### src/rtl/matrix_result_drain_pkg.sv
// Shared state encoding and sizing helpers for the matrix result drain path.
package matrix_result_drain_pkg;

  localparam int DEFAULT_DIM        = 32'sd4;
  localparam int DEFAULT_DATA_WIDTH = 32'sd8;

  typedef enum logic [0:0] {
    ST_IDLE   = 1'b0,
    ST_STREAM = 1'b1
  } drain_state_e;

  // Counter width for n distinct values, never narrower than one bit.
  function automatic int cnt_width(input int n);
    return (n > 32'sd1) ? $clog2(n) : 32'sd1;
  endfunction

endpackage

### src/rtl/matrix_result_drain_index_counter.sv
// Row-major element index with registered row, column and last-element flag.
module matrix_index_counter
  import matrix_result_drain_pkg::*;
#(
  parameter int DIM = DEFAULT_DIM
) (
  input  logic                           clock,
  input  logic                           reset,
  input  logic                           clear,
  input  logic                           incr,
  output logic [cnt_width(DIM*DIM)-1:0]  idx,
  output logic [cnt_width(DIM)-1:0]      row,
  output logic [cnt_width(DIM)-1:0]      col,
  output logic                           last
);

  localparam int IW = cnt_width(DIM * DIM);
  localparam int RW = cnt_width(DIM);
  localparam logic [IW-1:0] LAST_IDX = IW'(DIM * DIM - 1);
  localparam logic [RW-1:0] LAST_COL = RW'(DIM - 1);
  localparam logic          ONE_ELEM = (LAST_IDX == {IW{1'b0}});

  // Index state; increments are ignored once the last element is reached.
  always_ff @(posedge clock or posedge reset) begin
    if (reset) begin
      idx  <= '0;
      row  <= '0;
      col  <= '0;
      last <= 1'b0;
    end else if (clear) begin
      idx  <= '0;
      row  <= '0;
      col  <= '0;
      last <= ONE_ELEM;
    end else if (incr && !last) begin
      idx  <= idx + 1'b1;
      last <= ((idx + 1'b1) == LAST_IDX);
      if (col == LAST_COL) begin
        col <= '0;
        row <= row + 1'b1;
      end else begin
        col <= col + 1'b1;
        row <= row;
      end
    end else begin
      idx  <= idx;
      row  <= row;
      col  <= col;
      last <= last;
    end
  end

endmodule

### src/rtl/matrix_result_drain.sv
// Snapshots the MAC accumulator matrix and streams it out row-major over valid/ready.
module matrix_result_drain
  import matrix_result_drain_pkg::*;
#(
  parameter int DATA_WIDTH       = DEFAULT_DATA_WIDTH,
  parameter int DIM              = DEFAULT_DIM,
  parameter bit CLEAR_ON_CAPTURE = 1'b1
) (
  input  logic                            clock,
  input  logic                            reset,
  input  logic                            start,
  input  logic [DIM*DIM*DATA_WIDTH-1:0]   mac_result,
  output logic                            mac_clear,
  output logic                            busy,
  output logic [DATA_WIDTH-1:0]           out_data,
  output logic [cnt_width(DIM)-1:0]       out_row,
  output logic [cnt_width(DIM)-1:0]       out_col,
  output logic                            out_last,
  output logic                            out_valid,
  input  logic                            out_ready,
  output logic                            done
);

  localparam int N  = DIM * DIM;
  localparam int IW = cnt_width(N);

  drain_state_e          state_r;
  logic [DATA_WIDTH-1:0] snapshot_r [N];
  logic [DATA_WIDTH-1:0] out_data_r;
  logic [DATA_WIDTH-1:0] next_data_s;
  logic                  out_valid_r;
  logic                  mac_clear_r;
  logic                  done_r;
  logic [IW-1:0]         idx_s;
  logic [IW-1:0]         next_idx_s;
  logic                  last_s;
  logic                  capture_s;
  logic                  xfer_s;
  logic                  final_s;
  logic                  step_s;

  assign capture_s = (state_r == ST_IDLE) && start;
  assign xfer_s    = out_valid_r && out_ready;
  assign final_s   = xfer_s && last_s;
  assign step_s    = xfer_s && !last_s;

  // Clearing on the final transfer parks row/col/last at zero between drains.
  matrix_index_counter #(.DIM(DIM)) u_index (
    .clock (clock),
    .reset (reset),
    .clear (capture_s || final_s),
    .incr  (step_s),
    .idx   (idx_s),
    .row   (out_row),
    .col   (out_col),
    .last  (last_s)
  );

  // Element that becomes current after a non-final transfer.
  always_comb begin
    next_idx_s  = idx_s + 1'b1;
    next_data_s = snapshot_r[next_idx_s];
  end

  // Parallel snapshot of the whole accumulator, isolated from later MAC activity.
  always_ff @(posedge clock or posedge reset) begin
    if (reset) begin
      for (int i = 0; i < N; i++) begin
        snapshot_r[i] <= '0;
      end
    end else if (capture_s) begin
      for (int i = 0; i < N; i++) begin
        snapshot_r[i] <= mac_result[i*DATA_WIDTH +: DATA_WIDTH];
      end
    end else begin
      for (int i = 0; i < N; i++) begin
        snapshot_r[i] <= snapshot_r[i];
      end
    end
  end

  // Drain FSM; element 0 comes straight from the bus since the snapshot loads on the same edge.
  always_ff @(posedge clock or posedge reset) begin
    if (reset) begin
      state_r     <= ST_IDLE;
      out_valid_r <= 1'b0;
      out_data_r  <= '0;
      mac_clear_r <= 1'b0;
      done_r      <= 1'b0;
    end else begin
      mac_clear_r <= 1'b0;
      done_r      <= 1'b0;
      case (state_r)
        ST_IDLE: begin
          if (capture_s) begin
            state_r     <= ST_STREAM;
            out_valid_r <= 1'b1;
            out_data_r  <= mac_result[DATA_WIDTH-1:0];
            mac_clear_r <= CLEAR_ON_CAPTURE;
          end else begin
            state_r     <= ST_IDLE;
            out_valid_r <= 1'b0;
            out_data_r  <= out_data_r;
          end
        end
        ST_STREAM: begin
          if (final_s) begin
            state_r     <= ST_IDLE;
            out_valid_r <= 1'b0;
            out_data_r  <= '0;
            done_r      <= 1'b1;
          end else if (step_s) begin
            state_r     <= ST_STREAM;
            out_valid_r <= 1'b1;
            out_data_r  <= next_data_s;
          end else begin
            state_r     <= ST_STREAM;
            out_valid_r <= out_valid_r;
            out_data_r  <= out_data_r;
          end
        end
        default: begin
          state_r     <= ST_IDLE;
          out_valid_r <= 1'b0;
          out_data_r  <= '0;
        end
      endcase
    end
  end

  assign busy      = (state_r == ST_STREAM);
  assign out_valid = out_valid_r;
  assign out_data  = out_data_r;
  assign out_last  = last_s;
  assign mac_clear = mac_clear_r;
  assign done      = done_r;

endmodule

### config.mk
export PLATFORM = sky130hd
export DESIGN_NAME = matrix_result_drain
export DESIGN_NICKNAME = d
export VERILOG_FILES = /design/src/rtl/matrix_result_drain_pkg.sv /design/src/rtl/matrix_result_drain_index_counter.sv /design/src/rtl/matrix_result_drain.sv
export SDC_FILE = /design/constraint.sdc
export NUM_CORES = 1
export LEC_CHECK = 0
export ABC_CLOCK_PERIOD_IN_PS = 5700
export CORE_MARGIN = 5
export CORE_UTILIZATION = 50
export CTS_CLUSTER_DIAMETER = 50
export DETAILED_ROUTE_END_ITERATION = 10
export PLACE_DENSITY = 0.75
export SYNTH_ARGS = -nofsm -noshare
export SYNTH_HDL_FRONTEND = slang
export SYNTH_SLANG_ARGS = --single-unit
### constraint.sdc
create_clock -name clock -period 5.7 [get_ports clock]
set_input_delay 0.855 -clock clock [delete_from_list [all_inputs] [get_ports clock]]
set_output_delay 0.855 -clock clock [all_outputs]
set_load 0.1 [all_outputs]
==> Word-level counts from Yosys, hierarchy flattened <==
Index checks and enable logic that the tools add are counted.
{ "op_classes": {"add_sub_neg": 3, "n_lt_le_gt_ge": 1, "eq_ne": 4, "mux": 26, "bitwise_logic": 2, "reduce_logical": 11} }
{ "op_table": {"columns": ["cell", "n"], "rows": [
  ["8-bit 2-to-1 mux", 5],
  ["8-bit binary-select mux with 4-bit select", 1],
  ["8-bit case mux with 2 select lines", 1],
  ["2-bit 2-to-1 mux", 6],
  ["1-bit 2-to-1 mux", 9],
  ["4-bit 2-to-1 mux", 2],
  ["5-bit greater-or-equal comparator, second input constant", 1],
  ["1-bit logical AND", 5],
  ["4-bit NOT with 5-bit output", 1],
  ["2-bit by 1-bit adder with 2-bit output, second input constant", 2],
  ["4-bit by 1-bit adder with 4-bit output, second input constant", 1],
  ["4-bit == test, second input constant", 1],
  ["1-bit case mux with 2 select lines", 2],
  ["2-bit AND reduction", 2],
  ["2-bit nonzero test", 2],
  ["3-bit by 1-bit != test with 1-bit output, second input constant", 1],
  ["2-bit == test, second input constant", 1],
  ["2-bit != test, second input constant", 1],
  ["1-bit zero test", 1],
  ["1-bit logical OR", 1],
  ["1-bit NOT", 1]
]} }
{ "word_totals": {"register_bits": 149, "inputBits": 132, "out_inout_bits": 17} }

==> Depth between registers and ports, before layout <==
{ "logic_depth": {"depth_word": 8, "mapped_depth": 11} }

==> Cells and area by module <==
From an unflattened synthesis, not the netlist that was laid out.
{ "unflattened": {"cells_unflattened": 732, "area_unflattened_um2": 6930.4} }
{ "by_module_without_submodules": {"columns": ["module", "instances", "cells_each", "area_each_um2"], "rows": [
  ["matrix_result_drain", 1, 683, 6441.2],
  ["matrix_index_counter", 1, 49, 489.2]
]} }

==> Least setup slack after synthesis <==
No wires, ideal clock.
{ "synth_timing": {"kind": "register -> register", "start": "reg u_index.idx[0]", "end": "reg out_data_r[0], in the netlist out_data[0]", "setup_time_ns": 0.134, "t_arrival_ns": 2.380, "t_required_ns": 5.566, "slack_ns": 3.185, "stages_incl_launch_ff": 11, "path_buffers": 5, "period_less_slack_ns": 2.515, "cell_sequence": "dfrtp_1 > buf_4 > buf_4 > inv_1 > ha_1 > buf_6 > buf_12 > buf_6 > mux4_1 > a221oi_2 > o22ai_1"} }
{ "synth_via": {"elab_chain_len": 8} }
{ "synth_rtl": {"columns": ["element", "line_no", "rtl"], "rows": [
  ["start, declared", "matrix_result_drain_index_counter.sv:11", "output logic [cnt_width(DIM*DIM)-1:0] idx,"],
  ["start signal, assigned", "matrix_result_drain_index_counter.sv:36", "idx <= idx + 1'b1;"],
  ["start signal, assigned", "matrix_result_drain_index_counter.sv:46", "idx <= idx;"],
  ["4-bit by 1-bit adder with 4-bit output", "matrix_result_drain.sv:61", "next_idx_s = idx_s + 1'b1;"],
  ["4-bit NOT with 5-bit output (implied by the code)", "matrix_result_drain.sv:62", "next_data_s = snapshot_r[next_idx_s];"],
  ["8-bit binary-select mux with 4-bit select", "matrix_result_drain.sv:62", null],
  ["8-bit 2-to-1 mux (implied by the code) (2 in a row)", "matrix_result_drain.sv:62", null],
  ["8-bit 2-to-1 mux", "matrix_result_drain.sv:112", "end else if (step_s) begin"],
  ["8-bit 2-to-1 mux", "matrix_result_drain.sv:107", "if (final_s) begin"],
  ["8-bit case mux with 2 select lines", "matrix_result_drain.sv:93", "case (state_r)"],
  ["end signal, assigned", "matrix_result_drain.sv:98", "out_data_r <= mac_result[DATA_WIDTH-1:0];"],
  ["end signal, assigned", "matrix_result_drain.sv:115", "out_data_r <= next_data_s;"],
  ["end signal, assigned", "matrix_result_drain.sv:119", "out_data_r <= out_data_r;"],
  ["end, declared", "matrix_result_drain.sv:29", "logic [DATA_WIDTH-1:0] out_data_r;"]
]} }
Every way passes these cells. The select of a mux whose other input is x is not followed.
A chain may end at the register's enable or synchronous reset.

==> Worst setup path in the final report <==
{ "layout_timing": {"start": "reg u_index.idx[0]", "end": "reg out_data_r[1], in the netlist out_data[1]"} }
The elaborated chain is that of the path after synthesis.

==> impl_metrics.toml <==
[run_status]
status = "finished clean"

[yosys]
yosysTopAreaCell = "dfrtp_1"
ys_seq_area_frac = 0.5456
yosys-top-cells-area = "dfrtp_1 (55%), mux2_2 (22%), mux4_1 (6.9%), mux4_2 (4.6%), mux2i_1 (1.6%)"
synth_seq_cells = 149
syn_inst = 437
yosys_warnings = 0
syn_area_per_cell_um2 = 15.64
synth_area_um2 = 6834
synth_top_area_frac = 0.5456
synth_nets = 572
synth_cell_types = 35

[worst_setup_path]
worstSetupPathType = "reg -> reg"
end_kind = "flip-flop"
crit_start = "u_index.idx[0]"
r2r-start = "u_index.idx[0]"
crit_fanout = 33
cp.required_ns = 5.99
startpoint_type = "flip-flop"
critPathArrivalTime_ns = 3.83

[clocking]
clkLatencyLatePin_ns = 0.42
tritoncts = "done"
root_buffer = "clkbuf_16"
postCtsSetupRepairBufs = 0
ctsHoldBuffers = 0
postCtsResizedCells = 0
cts_max_path_buffers = 2
h-tree-depth = 4
numCtsBuffers = 17
clock_sinks = 149
clkTransAtPathRegs_ns = 0.06

[global_route]
grt_pass1_vias = 4880
grt_antenna_before_repair = 0
grt_max_degree = 149
grt_usage = 0.2152
grt_pass1_wl_mm = 26.38
grt_overflow = 0

[final_layout]
area_growth_pct = 32.83
final_nets = 713
fillers = 972
finalNonFillerCells = 766
drive_above_1_share = 0.3136
antenna_cells = 0

[die]
ios = 149
core_um2 = 13350
die_h_um = 126.9
start_util = 0.5120
die-area_um2 = 16110
die_width_um = 126.9
core.rowCount = 42

[power]
power_frac_comb = 0.386
peakVddDrop_v = 0.0003354
p_leak_nw = 3.721
seqPwrFrac = 0.365
switching_share = 0.3308
p_int_w = 0.003337
switchingPower_w = 0.001650
cellPowerDensity_nw_per_um2 = 549.4
power_frac_clock = 0.249

[detailed_routing]
drt_iter0_markers = 379
wirelength_mm = 16.51
num_vias = 4332
drt_pass1_iterations = 4
ant_nets = 0
via_per_inst = 5.655
wl_per_cell_um = 21.56
route.detailed.drc = 0

[sta]
slew_viol_final = 0
worst_pin_slew_ns = 1.089
finalCriticalPeriod_ns = 3.540
rsz0062_at_grt = "false"
slew_headroom = 0.2715
final.period_utilization = 0.6210
whs_ns = 0.5030
hold_violations = 0
fin_tns_setup_ns = 0
fin_skew_ns = 0.006556
fmaxAchievable_mhz = 282.5
finalSetupViolations = 0

[placed_design]
place_congestion = 0.8232
port-buffer-count = 148
dp_cells = 735
dpl.hpwl_mm = 11.61

[hold_path]
worstHoldStart = "snapshot_r[104]"
min_path_type = "reg -> reg"

[flow_run]
max_cap_violations = 0
[logic make-up (layout without fill, tap and decap cells)]
kind of cell / after synthesis / count (layout) / share of synthesized area
muxes: 174 / 174 / 0.3473
DFF: 149 / 149 / 0.5456
AOI/OAI and AO/OA: 45 / 45 / 0.04339
xor gates and xnor gates: 2 / 2 / 0.006409
and+or+nand+nor: 33 / 33 / 0.02545
adders and majority gates: 3 / 3 / 0.005493
buffers and inverters: 31 / 184 / 0.02636
[layer usage]
layer,part of all wire,global-route usage,vias up,wire length [um]
li1,-,-,1938,-
met4,0.014,0.05931,0,232
met5,0,0,-,0
met2,0.53,0.3705,130,8747
met1,0.41,0.2676,2250,6698
met3,0.051,0.06053,14,836
[layout by cell type (no fill, tap or decap), types with 10 or more instances in the layout]
cell,instances
mux4_2,14
mux4_1,18
clkbuf_16,17
mux2_2,131
o21ai_0,13
dfrtp_1,149
a21oi_1,10
nor2_1,11
clkdlybuf4s50_1,148
mux2i_1,11
[synthesized netlist by cell type]
cell / number
a21bo_2: 1
a21boi_0: 2
a21oi_1: 10
a221oi_1: 4
a221oi_2: 1
a22o_1: 5
a22oi_1: 3
a2bb2oi_1: 1
and2_1: 3
and3_1: 2
buf_12: 1
buf_2: 14
buf_4: 2
buf_6: 3
clkbuf_1: 8
dfrtp_1: 149
ha_1: 3
inv_1: 3
mux2_2: 131
mux2i_1: 11
mux4_1: 18
mux4_2: 14
nand2_1: 3
nand3_1: 1
nand3b_1: 4
nor2_1: 11
nor2b_1: 2
nor3_1: 4
nor4_1: 1
nor4bb_1: 1
o21ai_0: 13
o22ai_1: 5
or2_2: 1
xnor2_2: 1
xor2_4: 1
[critical path: stages (launching register included)]
cell	delay, ns
dfrtp_1	0.97
inv_1	0.18
ha_2	0.98
mux4_1	0.66
a22o_1	0.26
a221oi_1	0.22
o22ai_1	0.13
[worst paths after layout]
check	cells past startpoint	endpoint	slack, ns
worst max-delay path	6	out_data[1]	2.16
worst min-delay path	1	snapshot_r[104]	0.50
worst max register to register	6	out_data[1]	2.16
worst min register to register	1	snapshot_r[104]	0.50
max in group asynchronous	3	mac_clear	3.50
min in group asynchronous	2	snapshot_r[60]	0.99
[layout make-up]
class | instances | area, um^2 | area share
clock inverter | 9 | 172.7 | 0.01902
clock buffer | 22 | 484.2 | 0.05334
tap | 176 | 220.2 | 0.02426
inverter | 3 | 16.27 | 0.001792
multi-input combinational | 257 | 2947 | 0.3246
timing repair buffer | 150 | 1509 | 0.1662
sequential | 149 | 3729 | 0.4108
[power groups by stage]
stage	clock (W)	sequential (W)	combinational, W
after global placement	0	0.00183	0.00186
final	0.00124	0.00182	0.00193
after CTS	0.00126	0.00183	0.00194
after detailed placement	0	0.00184	0.00192
after floorplan	0	0.00196	0.00131
after global routing	0.00131	0.00188	0.00207
[state kept, by name, summed over array words and instances, names as in the netlist]
name / flops
snapshot_r: 128
u_index.col: 2
u_index.row: 2
u_index.idx: 4
out_data: 8
busy: 1
mac_clear: 1
u_index.last: 1
done: 1
out_valid: 1
[stage by stage]
stage	setup WS [ns]	area [um^2]	total power, W	util
floorplan	0.8370	6834	0.003272	-
global placement	2.311	8421	0.003691	0.6309
detailed placement	2.130	8421	0.003762	0.6309
CTS	2.084	9077	0.005030	0.6801
global route	1.783	9077	0.005258	0.6801
finish	2.160	9077	0.004987	0.6801
(Power assumes the default switching activity.)
